$ cat src/rtl/signed_seg_scan_ctrl.sv
// signed_seg_scan_ctrl
// Drives a two-digit signed 7-segment display (sign digit + magnitude digit)
// from a 4-bit two's-complement value over one shared active-low segment bus.
// New values are accepted via valid/ready into a pending register and are
// committed to the displayed register only at the frame boundary, so a frame
// never tears. Dead-time blanking precedes each digit slot to avoid ghosting.
//
// Ports:
//   clk, rst_n   clock, asynchronous active-low reset
//   in_val       two's-complement value to display (-8..+7)
//   in_valid     in_val is valid
//   in_ready     pending register empty; transfer when in_valid & in_ready
//   seg          shared segment bus {a..g}, a is MSB, active-low
//   dig_n        active-low digit enables; [1] sign digit, [0] magnitude digit
//   frame_tick   one-cycle pulse in the first cycle of each frame
//   bright       dimming level, present only when SEG_SCAN_DIM_EN is defined
//
// Optional feature: define SEG_SCAN_DIM_EN to add the bright port and
// PWM-style digit-enable dimming (DIV must then be a multiple of 8).

module signed_seg_scan_ctrl #(
   parameter int unsigned DIV       = 16,
   parameter int unsigned BLANK_CYC = 2
) (
   input  logic       clk,
   input  logic       rst_n,
   input  logic [3:0] in_val,
   input  logic       in_valid,
   output logic       in_ready,
   output logic [6:0] seg,
   output logic [1:0] dig_n,
   output logic       frame_tick
`ifdef SEG_SCAN_DIM_EN
   ,
   input  logic [2:0] bright
`endif
);

   localparam int unsigned MAX_LEN = (DIV > BLANK_CYC) ? DIV : BLANK_CYC;
   localparam int unsigned CNT_W   = $clog2(MAX_LEN + 1);

   localparam logic [6:0] SEG_BLANK = 7'b1111111;
   localparam logic [6:0] SEG_MINUS = 7'b1111110;
   localparam logic [1:0] DIG_OFF   = 2'b11;
   localparam logic [1:0] DIG_SIGN  = 2'b10;
   localparam logic [1:0] DIG_MAG   = 2'b01;

   typedef enum logic [1:0] {
      BLANK_S   = 2'd0,
      SHOW_SIGN = 2'd1,
      BLANK_M   = 2'd2,
      SHOW_MAG  = 2'd3
   } state_t;

   state_t           state, state_d;
   logic [CNT_W-1:0] cnt, cnt_d;
   logic [3:0]       disp, disp_d;
   logic [3:0]       pending, pending_d;
   logic             pending_full, pending_full_d;
   logic             in_ready_d;
   logic [6:0]       seg_d;
   logic [1:0]       dig_n_d;
   logic             frame_tick_d;

   logic [CNT_W-1:0] slot_last_cnt;
   logic             slot_last;
   logic             accept;
   logic [3:0]       mag;
   logic [6:0]       mag_seg;

`ifdef SEG_SCAN_DIM_EN
   logic [2:0]       bright_q, bright_d;
   logic [CNT_W-1:0] dim_thresh;

   // Number of enabled cycles per show slot for the frame's brightness level.
   assign dim_thresh = CNT_W'((32'(bright_q) + 32'd1) * (DIV / 8));
`endif

   // Last cycle of the current slot: show slots last DIV, blank slots BLANK_CYC.
   assign slot_last_cnt = ((state == SHOW_SIGN) || (state == SHOW_MAG))
                          ? CNT_W'(DIV - 1) : CNT_W'(BLANK_CYC - 1);
   assign slot_last     = (cnt == slot_last_cnt);
   assign accept        = in_valid & in_ready;

   // Absolute value in 4 bits; -8 wraps to 4'b1000, which reads as 8.
   assign mag = disp[3] ? (~disp + 4'd1) : disp;

   // Magnitude digit decode, active-low {a..g}.
   always_comb begin
      mag_seg = SEG_BLANK;
      case (mag)
         4'd0:    mag_seg = 7'b0000001;
         4'd1:    mag_seg = 7'b1001111;
         4'd2:    mag_seg = 7'b0010010;
         4'd3:    mag_seg = 7'b0000110;
         4'd4:    mag_seg = 7'b1001100;
         4'd5:    mag_seg = 7'b0100100;
         4'd6:    mag_seg = 7'b0100000;
         4'd7:    mag_seg = 7'b0001111;
         4'd8:    mag_seg = 7'b0000000;
         default: mag_seg = SEG_BLANK;
      endcase
   end

   // Next-state, handshake/commit and registered-output logic.
   always_comb begin
      state_d        = state;
      cnt_d          = cnt + CNT_W'(1);
      disp_d         = disp;
      pending_d      = pending;
      pending_full_d = pending_full;
      seg_d          = seg;
      dig_n_d        = dig_n;
      frame_tick_d   = 1'b0;
`ifdef SEG_SCAN_DIM_EN
      bright_d       = bright_q;
`endif

      // Accept and commit are mutually exclusive: accept needs pending empty,
      // commit needs it full.
      if (accept) begin
         pending_d      = in_val;
         pending_full_d = 1'b1;
      end

      if (slot_last) begin
         cnt_d = '0;
         case (state)
            BLANK_S: begin
               state_d = SHOW_SIGN;
               seg_d   = disp[3] ? SEG_MINUS : SEG_BLANK;
               dig_n_d = DIG_SIGN;
            end
            SHOW_SIGN: begin
               state_d = BLANK_M;
               seg_d   = SEG_BLANK;
               dig_n_d = DIG_OFF;
            end
            BLANK_M: begin
               state_d = SHOW_MAG;
               seg_d   = mag_seg;
               dig_n_d = DIG_MAG;
            end
            SHOW_MAG: begin
               // Frame boundary: commit pending, pulse tick, latch brightness.
               state_d      = BLANK_S;
               seg_d        = SEG_BLANK;
               dig_n_d      = DIG_OFF;
               frame_tick_d = 1'b1;
               if (pending_full) begin
                  disp_d         = pending;
                  pending_full_d = 1'b0;
               end
`ifdef SEG_SCAN_DIM_EN
               bright_d = bright;
`endif
            end
            default: begin
               state_d = BLANK_S;
               seg_d   = SEG_BLANK;
               dig_n_d = DIG_OFF;
            end
         endcase
      end

`ifdef SEG_SCAN_DIM_EN
      // Dimming only ever switches the enable off; once past the threshold it
      // stays off until the slot ends.
      if (((state_d == SHOW_SIGN) || (state_d == SHOW_MAG)) && (cnt_d >= dim_thresh)) begin
         dig_n_d = DIG_OFF;
      end
`endif

      in_ready_d = ~pending_full_d;
   end

   // State and output registers.
   always_ff @(posedge clk or negedge rst_n) begin
      if (!rst_n) begin
         state        <= BLANK_S;
         cnt          <= '0;
         disp         <= 4'b0000;
         pending      <= 4'b0000;
         pending_full <= 1'b0;
         in_ready     <= 1'b1;
         seg          <= SEG_BLANK;
         dig_n        <= DIG_OFF;
         frame_tick   <= 1'b0;
`ifdef SEG_SCAN_DIM_EN
         // Full brightness until the first frame boundary samples bright.
         bright_q     <= 3'd7;
`endif
      end else begin
         state        <= state_d;
         cnt          <= cnt_d;
         disp         <= disp_d;
         pending      <= pending_d;
         pending_full <= pending_full_d;
         in_ready     <= in_ready_d;
         seg          <= seg_d;
         dig_n        <= dig_n_d;
         frame_tick   <= frame_tick_d;
`ifdef SEG_SCAN_DIM_EN
         bright_q     <= bright_d;
`endif
      end
   end

endmodule

$ cat config.mk
export PLATFORM = sky130hd
export DESIGN_NAME = signed_seg_scan_ctrl
export DESIGN_NICKNAME = d
export VERILOG_FILES = /design/src/rtl/signed_seg_scan_ctrl.sv
export SDC_FILE = /design/constraint.sdc
export NUM_CORES = 1
export LEC_CHECK = 0
export BUFFER_PORTS_ARGS = -buffer_cell sky130_fd_sc_hd__buf_2
export CAP_MARGIN = 25
export CORE_MARGIN = 10
export CORE_UTILIZATION = 45
export CTS_BUF_LIST = sky130_fd_sc_hd__clkbuf_8
export DETAILED_ROUTE_END_ITERATION = 12
export PLACE_DENSITY = 0.76
export SYNTH_ARGS = -nofsm -noshare
export SYNTH_HDL_FRONTEND = slang
export SYNTH_SLANG_ARGS = --single-unit
$ cat constraint.sdc
create_clock -name clk -period 2.65 [get_ports clk]
set_input_delay 0.1325 -clock clk [delete_from_list [all_inputs] [get_ports clk]]
set_output_delay 0.1325 -clock clk [all_outputs]
set_load 0.05 [all_outputs]
==> Word-level counts from Yosys, hierarchy flattened <==
Memories as Yosys holds them, arrays and structs flattened.
Index checks and enable logic that the tools add are counted.
{ "word_totals": {"regBits": 27, "latchBits": 0, "ram_bits": 0, "mem_bits_ro": 112, "input_bits": 7, "out_inout_bits": 11, "word_cells": 36, "mem_count": 1} }
{ "op_classes": {"addsub": 2, "n_mul": 0, "div_mod_pow": 0, "n_lt_le_gt_ge": 0, "eq_ne": 4, "n_shift": 0, "mux": 13, "bitwise_logic": 3, "reduce_logical": 4} }
{ "mem_list": {"columns": ["name", "depth", "width", "read_ports", "rd_clocked_by_memory_dff", "wr", "line", "text"], "rows": [
  ["(name not given)", 16, 7, 1, 0, 0, "91", "case (mag)"]
]} }
{ "ops": {"columns": ["op", "count"], "rows": [
  ["case mux 7 bit (3 select lines)", 1],
  ["2-to-1 mux 4 bit", 2],
  ["case mux 2 bit (4 select lines)", 1],
  ["2-to-1 mux 1 bit", 7],
  ["case mux 2 bit (3 select lines)", 1],
  ["adder 5 x 1 -> 5 bit (second input constant)", 1],
  ["equality test 5 x 4 -> 1 bit", 1],
  ["2-to-1 mux 5 bit", 1],
  ["adder 4 x 1 -> 4 bit (second input constant)", 1],
  ["equality test 2 bit (second input constant)", 2],
  ["NOT 4 bit", 1],
  ["AND reduction 3 bit", 1],
  ["equality test 2 x 1 -> 1 bit (second input constant)", 1],
  ["zero test 2 bit", 1],
  ["OR reduction 2 bit", 1],
  ["bitwise AND 1 bit", 1],
  ["logical OR 1 bit", 1],
  ["NOT 1 bit", 1]
]} }

==> Logic depth before layout (Yosys ltp) <==
Gate-level depths: netlist of run 1.
{ "logic_depth": {"depth_word": 6, "ltp_mapped": 10} }

==> Worst setup path after synthesis of run 1 <==
Ideal clock, no wire load.
{ "synth_path": {"path_type": "register -> register", "start": "register disp[0]", "end": "register seg[5]", "setup_ns": 0.073, "arrival_ns": 1.852, "t_required_ns": 2.577, "path_slack_ns": 0.725, "path_stages_with_launch": 10, "n_path_buf": 0, "synth_period_minus_slack_ns": 1.925, "cell_sequence": "dfrtp_1 -> inv_1 -> ha_1 -> nand2_1 -> o21ai_0 -> ha_1 -> o21ai_0 -> o2bb2ai_1 -> nand3_1 -> a21oi_1"} }
{ "synth_via": {"elab_chain_cells": 5} }
{ "synth_rtl": {"columns": ["element", "line", "text"], "rows": [
  ["start: declaration", "57", "logic [3:0] disp, disp_d;"],
  ["start signal: assignment", "196", "disp <= disp_d;"],
  ["NOT 4 bit", "86", "assign mag = disp[3] ? (~disp + 4'd1) : disp;"],
  ["adder 4 x 1 -> 4 bit", "86", null],
  ["2-to-1 mux 4 bit (*)", "86", null],
  ["memory read (16 x 7 bit) (*)", null, null],
  ["case mux 7 bit (3 select lines) (*)", "128", "case (state)"],
  ["end signal: assignment", "200", "seg <= seg_d;"],
  ["end: declaration", "30", "output logic [6:0] seg,"]
]} }
Mark *: on every way between the ends. The rest lies on a longest branch, timed or not.
A chain may end at the register's enable or synchronous reset.

==> Worst setup path in the final report of run 1 <==
Ends and elaborated chain as after synthesis.

==> impl_metrics.ini, run 1 <==
[route]
route.detailed.drc = 0
ant_nets = 0
viasPerCell = 5.129
vias = 1077
wl_per_cell_um = 13.32
drt-total-wl_mm = 2.797
dr.pass1.iters = 4
drt_iter0_drc = 45

[critical_path]
arrival_ps = 2420
crit_chain = inv_1 > ha_1 > nand2_1 > o21ai_0 > ha_1 > o21ai_0 > o2bb2ai_1 > nand3_1 > a21oi_1
cp_max_fo = 9
path_class = flip-flop to flip-flop
end_kind = flip-flop
worst_setup_path_start_kind = flip-flop
slowest_stage = dfrtp_1
cp_top_family = adder cells
crit_buf_inv = 1
cp_slowest_stage_delay_ps = 490
crit_required_ps = 2850

[finish]
seq_area_um2 = 688.2
multi_input_area_um2 = 704.4
fillCellCount = 278
syn_to_final_growth_pct = 11.66
drive_gt1_share_pct = 24.10
layoutNonFillerInstCount = 210
layout.nets = 184
final_core_util_pct = 53.33
diodes = 0

[floorplan]
die_area_um2 = 5953
num_rows = 20
die_x_um = 77.16
die_h_um = 77.16
initial_core_util_pct = 47.76
ios = 18
core_um2 = 3078

[synthesis]
synth-seq-cells = 27
synth_top_area_share_pct = 28.94
syn_area_per_cell_um2 = 10.00
synthesis.area_um2 = 1470
syn_inst = 147
synth.yosys.seq_area_share_pct = 46.81
synth_top_area_cell = dfrtp_1
synth_area_leaders = dfrtp_1, dfstp_2, ha_1
synth_nets = 164
yosysWarnings = 0
yosysUniqueCellTypes = 37

[clock_tree]
numCtsBuffers = 3
clk_pin_slew_ps = 80
clk_path_buf_depth = 2
root_buffer = clkbuf_8
cts-htree-levels = 1
cts_resized = 0
cts_tree = built
insertion_delay_ps = 260
post_cts.repair.setup_buffers = 0
cts.sinks = 27

[grt]
antenna_found_initial = 0
gr-total-overflow = 0
grt_max_degree = 28
grt_pass1_vias = 1185
grt_first_pass_wirelength_mm = 5.140
track_usage_pct = 10.00

[power]
ir_drop_uv = 617.6
p_per_area_nw_per_um2 = 832.9
power_leakage_uw = 0.0007162

[timing]
fmax_mhz = 449.2
worst_pin_slew_ps = 561.5
setup_violations = 0
rsz0062_at_grt = no
min_period_over_period_pct = 84.00
maxSlewViolCount = 0
max_slew_margin_pct = 62.56
setup_tns_ps = 0
hold_violations = 0
layout_min_cycle_time_ps = 2226
skew_ps = 2.966

[place]
dpl.hpwl_mm = 2.164
portBuffers = 17
placed_cells = 205
place.gp.congestion = 0.9365

[run]
cap_violations = 0

[outcome]
status = complete, no violations

[worst_hold_path]
hold_path_class = input pin to flip-flop
[metrics by stage]
step                      worst slack (ps)  total power, uW  hold WS (ps)  instance area [um^2]
final                                424.0             1367         97.83                  1642
after floorplan                      725.4             1022        -163.1                  1470
after global placement               600.6             1113         153.2                  1585
after CTS                            445.6             1378         86.21                  1642
after detailed placement             488.4             1146         164.7                  1585
after global routing                 209.7             1487         81.73                  1642
[path summary, 6_finish.rpt]
path | cells after the start | end | slack (ps) | start
max in group asynchronous | 2 | in_ready | 1890 | rst_n
min in group asynchronous | 2 | cnt[3] | 390 | rst_n
worst min-delay path | 2 | pending[1] | 100 | in_val[1]
worst min register to register | 2 | dig_n[1] | 470 | dig_n[1]
worst max-delay path | 9 | seg[5] | 420 | disp[0]
worst max register to register | 9 | seg[5] | 420 | disp[0]
[area by class of cell]
type / instances / area share (%)
timing repair buffer: 19 / 6.250
multi-input combinational: 104 / 42.91
tap: 44 / 3.354
clock buffer: 3 / 2.515
clock inverter: 1 / 0.3049
inverter: 12 / 2.744
sequential: 27 / 41.92
[sequential cells by signal, indices dropped and copies added (netlist names)]
register / cells
seg: 7
cnt: 5
disp: 4
pending: 4
dig_n: 2
state: 2
frame_tick: 1
in_ready: 1
pending_full: 1
[cells in the mapped netlist]
master	count
a21o_1	1
clkinv_1	1
ha_1	10
nand3_1	5
a22oi_1	2
a31oi_1	1
a22o_1	1
mux2_2	4
nand3_2	1
nor3_1	2
o21ai_0	11
o2111ai_1	2
nor2_1	18
inv_1	11
o22a_1	1
xor2_1	1
nor2b_1	2
a21oi_1	13
a31o_1	1
nand2b_1	3
mux2_1	4
buf_6	2
a211oi_2	1
o31ai_1	1
dfrtp_1	17
dfstp_2	10
and2b_2	1
mux2i_1	2
a21boi_0	1
or3_1	1
buf_2	1
nand2_1	8
and2_2	1
o221ai_1	1
clkbuf_2	1
o2bb2ai_1	1
xnor2_1	3
[power by group]
group	internal (uW)	switching [uW]	total [uW]
clock	105	116	221
combinational	226	332	558
sequential	491	97.9	589
[worst register-to-register path, cell delays in order, from the launching register on]
cell	delay [ps]
dfrtp_1	490
inv_1	150
ha_1	360
nand2_1	80
o21ai_0	170
ha_1	360
o21ai_0	180
o2bb2ai_1	130
nand3_1	90
a21oi_1	160
[what timing repair did]
| item | in CTS | in global routing |
|---|---|---|
| hold buffers | 1 | 0 |
| endpoints found under the setup margin | 0 | 0 |
| hold endpoints to repair | 17 | 0 |
[layer usage]
layer  vias up  track usage, %  part of all wire (%)
met4         0           2.190                  0.50
met2        21           18.23                    49
met1       512           10.43                    44
met5         -               0                     0
met3         2           4.079                   5.9
li1        542               -                     -
[cells by family (layout without fill, tap and decap cells)]
logic type,after synthesis,after routing,share of synthesized area (%)
AND/OR/NAND/NOR,42,42,13.36
buffers and inverters,16,35,5.276
multiplexers,10,10,7.489
adder cells (fa/ha/maj),10,10,8.511
flip-flops,27,27,46.81
AO/OA/AOI/OAI,38,38,16.17
XOR/XNOR,4,4,2.383
[cells in the final DEF, fill, tap and decap left out, types with 4 or more instances in the layout]
master,instances
mux2_1,4
buf_2,17
a21oi_1,13
o21ai_0,11
inv_1,11
mux2_2,4
ha_1,10
dfstp_2,10
dfrtp_1,17
nor2_1,18
nand3_1,5
nand2_1,8
(Power assumes the default switching activity.)
==> run 2: changes to the inputs <==
PLACE_DENSITY = 0.79   (was 0.76)
clock period = 1.8 ns   (was 2.65 ns; I/O delays follow)
==> run 2 against run 1 <==
Against the previous run:
- total power rose by 78%
- non-clock buffer count rose by 17
- sequential share of layout area fell by 5.8 points
- largest power group is now combinational logic
- final cell count rose by 8.1%
- fmax rose by 19%
- largest cell class unchanged
- critical path depth fell by 2
- count of clock-buffer cells in the layout did not move
- setup slack got worse by 500 ps
- the flow now finishes with violations (negative setup slack)
==> impl_metrics.ini, run 2 (same netlist as run 1, synthesis figures left out) <==
[worst_hold_path]
hold_path_class = input pin to flip-flop

[route]
route.detailed.drc = 0
drt_iter0_drc = 43
vias = 1213
viasPerCell = 5.344
dr.pass1.iters = 4
drt-total-wl_mm = 3.311
ant_nets = 0
wl_per_cell_um = 14.59

[floorplan]
die_area_um2 = 5953
num_rows = 20
initial_core_util_pct = 47.76
core_um2 = 3078
die_h_um = 77.16
die_x_um = 77.16
ios = 18

[clock_tree]
root_buffer = clkbuf_8
cts_tree = built
cts.sinks = 27
cts-htree-levels = 1
clk_path_buf_depth = 2
insertion_delay_ps = 270
numCtsBuffers = 3
clk_pin_slew_ps = 90

[timing]
setup_violations = 5
min_period_over_period_pct = 104.0
maxSlewViolCount = 0
setup_tns_ps = -92.90
layout_min_cycle_time_ps = 1871
fmax_mhz = 534.3
worst_pin_slew_ps = 580.4
hold_violations = 0
max_slew_margin_pct = 61.31
rsz0062_at_grt = yes
setup_slack_ps = -71.44
skew_ps = 4.639

[power]
power_uw = 2437
ir_drop_uv = 789.2
power_leakage_uw = 0.0008341
p_per_area_nw_per_um2 = 1273

[critical_path]
crit_required_ps = 2010
cp_max_fo = 7
end_kind = flip-flop
worst_setup_path_start_kind = flip-flop
path_class = flip-flop to flip-flop
slowest_stage = dfrtp_1
arrival_ps = 2080
reg2reg_slack_ps = -70
crit_chain = inv_2 > ha_4 > o2111ai_2 > a211oi_4 > buf_6 > and2b_2 > a31o_1
cp_slowest_stage_delay_ps = 420

[finish]
syn_to_final_growth_pct = 30.21
multi_input_area_um2 = 835.8
drive_gt1_share_pct = 44.26
final_cell_mix = buf_2, nor2_1, dfrtp_1, buf_4
biggestRegsByFlops = seg (7), cnt (5)
layoutNonFillerInstCount = 227
fillCellCount = 267
mostFrequentLayoutCell = buf_2
layout.nets = 201
seq_area_um2 = 690.7
diodes = 0
largest_reg_flops = 7
top_register = seg

[outcome]
violations = negative setup slack
status = finished with violations

[grt]
grt_max_degree = 28
grt_pass1_vias = 1248
gr-total-overflow = 0
antenna_found_initial = 0
track_usage_pct = 10.66
grt_first_pass_wirelength_mm = 5.471

[place]
portBuffers = 17
dpl.hpwl_mm = 2.341
dp_slack_ps = -24.45
placed_cells = 217
place.gp.congestion = 0.8398

[run]
cap_violations = 0
run 2: worst max-delay path, delay by kind of cell, from the launching register on:
kind                       cells  cell delay [ps]
adders and majority gates      1              160
DFF                            1              420
buffers and inverters          2              260
and+or+nand+nor                1              220
AOI/OAI and AO/OA              3              730
run 2: where the power goes:
part | total, uW | switching [uW] | internal (uW) | leakage, uW
sequential | 810 | 84.6 | 725 | 0.000301
combinational | 1290 | 693 | 595 | 0.000507
clock | 340 | 184 | 155 | 0.0000255
total | 2440 | 962 | 1480 | 0.000834
run 2: path summary, 6_finish.rpt:
kind,from,end,cells after the start
worst max-delay path,state[1],seg[0],7
worst min register to register,dig_n[1],dig_n[1],2
min in group asynchronous,rst_n,cnt[0],2
worst min-delay path,in_val[1],pending[1],2
max in group asynchronous,rst_n,disp[0],2
worst max register to register,state[1],seg[0],7
run 2: cell type report:
| class | count | area share (%) |
|---|---|---|
| timing repair buffer | 36 | 12.61 |
| tap | 44 | 2.876 |
| multi-input combinational | 104 | 43.66 |
| sequential | 27 | 36.08 |
| clock buffer | 3 | 2.157 |
| clock inverter | 1 | 0.2614 |
| inverter | 12 | 2.353 |
run 2: metrics by stage:
step                instance area, um^2  hold slack [ps]  util [%]
floorplan                          1471           -205.6         -
global placement                   1677            108.1     54.47
detailed placement                 1677            125.3     54.47
CTS                                1784            37.45     57.97
global route                       1914            43.43     62.20
finish                             1914            43.48     62.20
run 2: repair_timing:
item / 4_1_cts / 5_1_grt
pin swaps: 2 / 4
hold buffers: 1 / 0
setup buffers: 4 / 1
setup endpoints to repair: 4 / 15
endpoints found under the hold margin: 17 / 0
resized for setup: 5 / 28
run 2: per-layer routing:
metal  routed length, um  vias up  global-route usage (%)
met1                1403      578                   11.90
met5                   0        -                       0
met2                1608       48                   18.23
li1                    -      577                       -
met3                 227       10                   3.846
met4                  71        0                   3.650
==> run 3: changes to the inputs <==
CTS_CLUSTER_DIAMETER = 100   (was default)
RECOVER_POWER = 25   (was default)
==> run 3 against run 2 <==
Against the previous run:
- the flow still finishes with violations (negative setup slack)
- final area barely moved
- first-iteration DRC count did not move
- register-to-register slack barely moved
- hold slack barely moved
- critical path type unchanged
- largest cell class unchanged
- largest power group unchanged
- highest routed layer unchanged
==> impl_metrics.ini, run 3 (same netlist as run 1, synthesis figures left out) <==
[outcome]
status = finished with violations
violations = negative setup slack

[critical_path]
cp_slowest_stage_delay_ps = 420
crit_buf_inv = 2
worst_setup_path_start_kind = flip-flop
end_kind = flip-flop
cp-startpoint = state[1]
arrival_ps = 2080
crit_end = seg[0]
cp.depth = 7
slowest_stage = dfrtp_1
ff2ff_path_depth = 7
crit_required_ps = 2010
cp_top_family = compound AO/OA/AOI/OAI gates
path_class = flip-flop to flip-flop
cp_max_fo = 7
crit_chain = inv_2 > ha_4 > o2111ai_2 > a211oi_4 > buf_6 > and2b_2 > a31o_1
reg2reg_from = state[1]
reg2reg_slack_ps = -70
r2r_end = seg[0]

[route]
drt-total-wl_mm = 3.313
wl_per_cell_um = 14.59
drt_iter0_drc = 43
route.detailed.drc = 0
vias = 1213
viasPerCell = 5.344
ant_nets = 0
dr.pass1.iters = 4

[timing]
hold_violations = 0
min_period_over_period_pct = 104.0
setup_tns_ps = -92.90
skew_ps = 4.639
worst_pin_slew_ps = 1394
fmax_mhz = 534.3
max_slew_margin_pct = 7.059
rsz0062_at_grt = yes
setup_slack_ps = -71.44
maxSlewViolCount = 0
layout_min_cycle_time_ps = 1871
setup_violations = 5

[grt]
gr-total-overflow = 0
grt_max_degree = 28
grt_pass1_vias = 1248
antenna_found_initial = 0
grt_first_pass_wirelength_mm = 5.471
track_usage_pct = 10.66

[finish]
seq_area_um2 = 690.7
multi_input_area_um2 = 835.8
layoutNonFillerInstCount = 227
biggestRegsByFlops = seg (7), cnt (5)
layout.nets = 201
drive_gt1_share_pct = 43.72
top_register = seg
diodes = 0
fillCellCount = 268
mostFrequentLayoutCell = buf_2
largest_reg_flops = 7
stdcell_area_um2 = 1913
syn_to_final_growth_pct = 30.13
final_cell_mix = buf_2, nor2_1, dfrtp_1, buf_4

[worst_hold_path]
hold_path_class = input pin to flip-flop

[run]
cap_violations = 0

[power]
p_per_area_nw_per_um2 = 1274
power_leakage_uw = 0.0008314
ir_drop_uv = 789.2

[floorplan]
die_h_um = 77.16
initial_core_util_pct = 47.76
ios = 18
num_rows = 20
core_um2 = 3078
die_x_um = 77.16
die_area_um2 = 5953

[clock_tree]
insertion_delay_ps = 270
cts.sinks = 27
cts_tree = built
clk_path_buf_depth = 2
root_buffer = clkbuf_8
clk_pin_slew_ps = 90
cts-htree-levels = 1
numCtsBuffers = 3

[place]
placedInstanceArea_um2 = 1677
place.gp.congestion = 0.8398
placed_cells = 217
portBuffers = 17
dp_slack_ps = -24.45
dpl.hpwl_mm = 2.341
run 3: per-layer routing:
metal	global-route usage, %	share of wire, %
met5	0	0
met4	3.650	2.1
met3	3.846	6.9
met2	18.23	49
met1	11.90	42
run 3: what timing repair did:
action	in CTS	in global routing
hold buffers	1	0
pin swaps	2	4
endpoints found under the hold margin	17	0
setup endpoints to repair	4	15
gates resized for setup	5	28
setup buffers	4	1
run 3: worst min-delay path by stage:
stage	startpoint	depth (start not counted)	slack, ps	to
after floorplan	rst_n	0	-210	cnt[0]
after global placement	rst_n	1	110	pending[2]
after detailed placement	rst_n	1	130	pending[3]
after CTS	in_val[1]	2	40	pending[1]
after global routing	in_val[0]	2	40	pending[0]
final	in_val[1]	2	40	pending[1]
run 3: area by class of cell:
class	instances	area share, %
Tap cell	44	2.878
Sequential cell	27	36.10
Clock buffer	3	2.158
Clock inverter	1	0.2616
Multi-Input combinational cell	104	43.69
Inverter	12	2.354
Timing Repair Buffer	36	12.56
run 3: power breakdown:
group | switching, uW | internal [uW]
combinational | 693 | 594
sequential | 84.6 | 725
clock | 184 | 155
run 3: worst register-to-register path, cell delays in order, from the launching register on:
cell	delay (ps)
dfrtp_1	420
inv_2	90
ha_4	160
o2111ai_2	170
a211oi_4	370
buf_6	170
and2b_2	220
a31o_1	200
run 3: per-stage QoR:
| stage | util, % | total power, uW | hold slack, ps |
|---|---|---|---|
| detailed placement | 54.47 | 1827 | 125.3 |
| CTS | 57.97 | 2257 | 37.45 |
| global placement | 54.47 | 1770 | 108.1 |
| floorplan | - | 1513 | -205.6 |
| global route | 62.15 | 2606 | 43.43 |
| finish | 62.15 | 2437 | 43.48 |
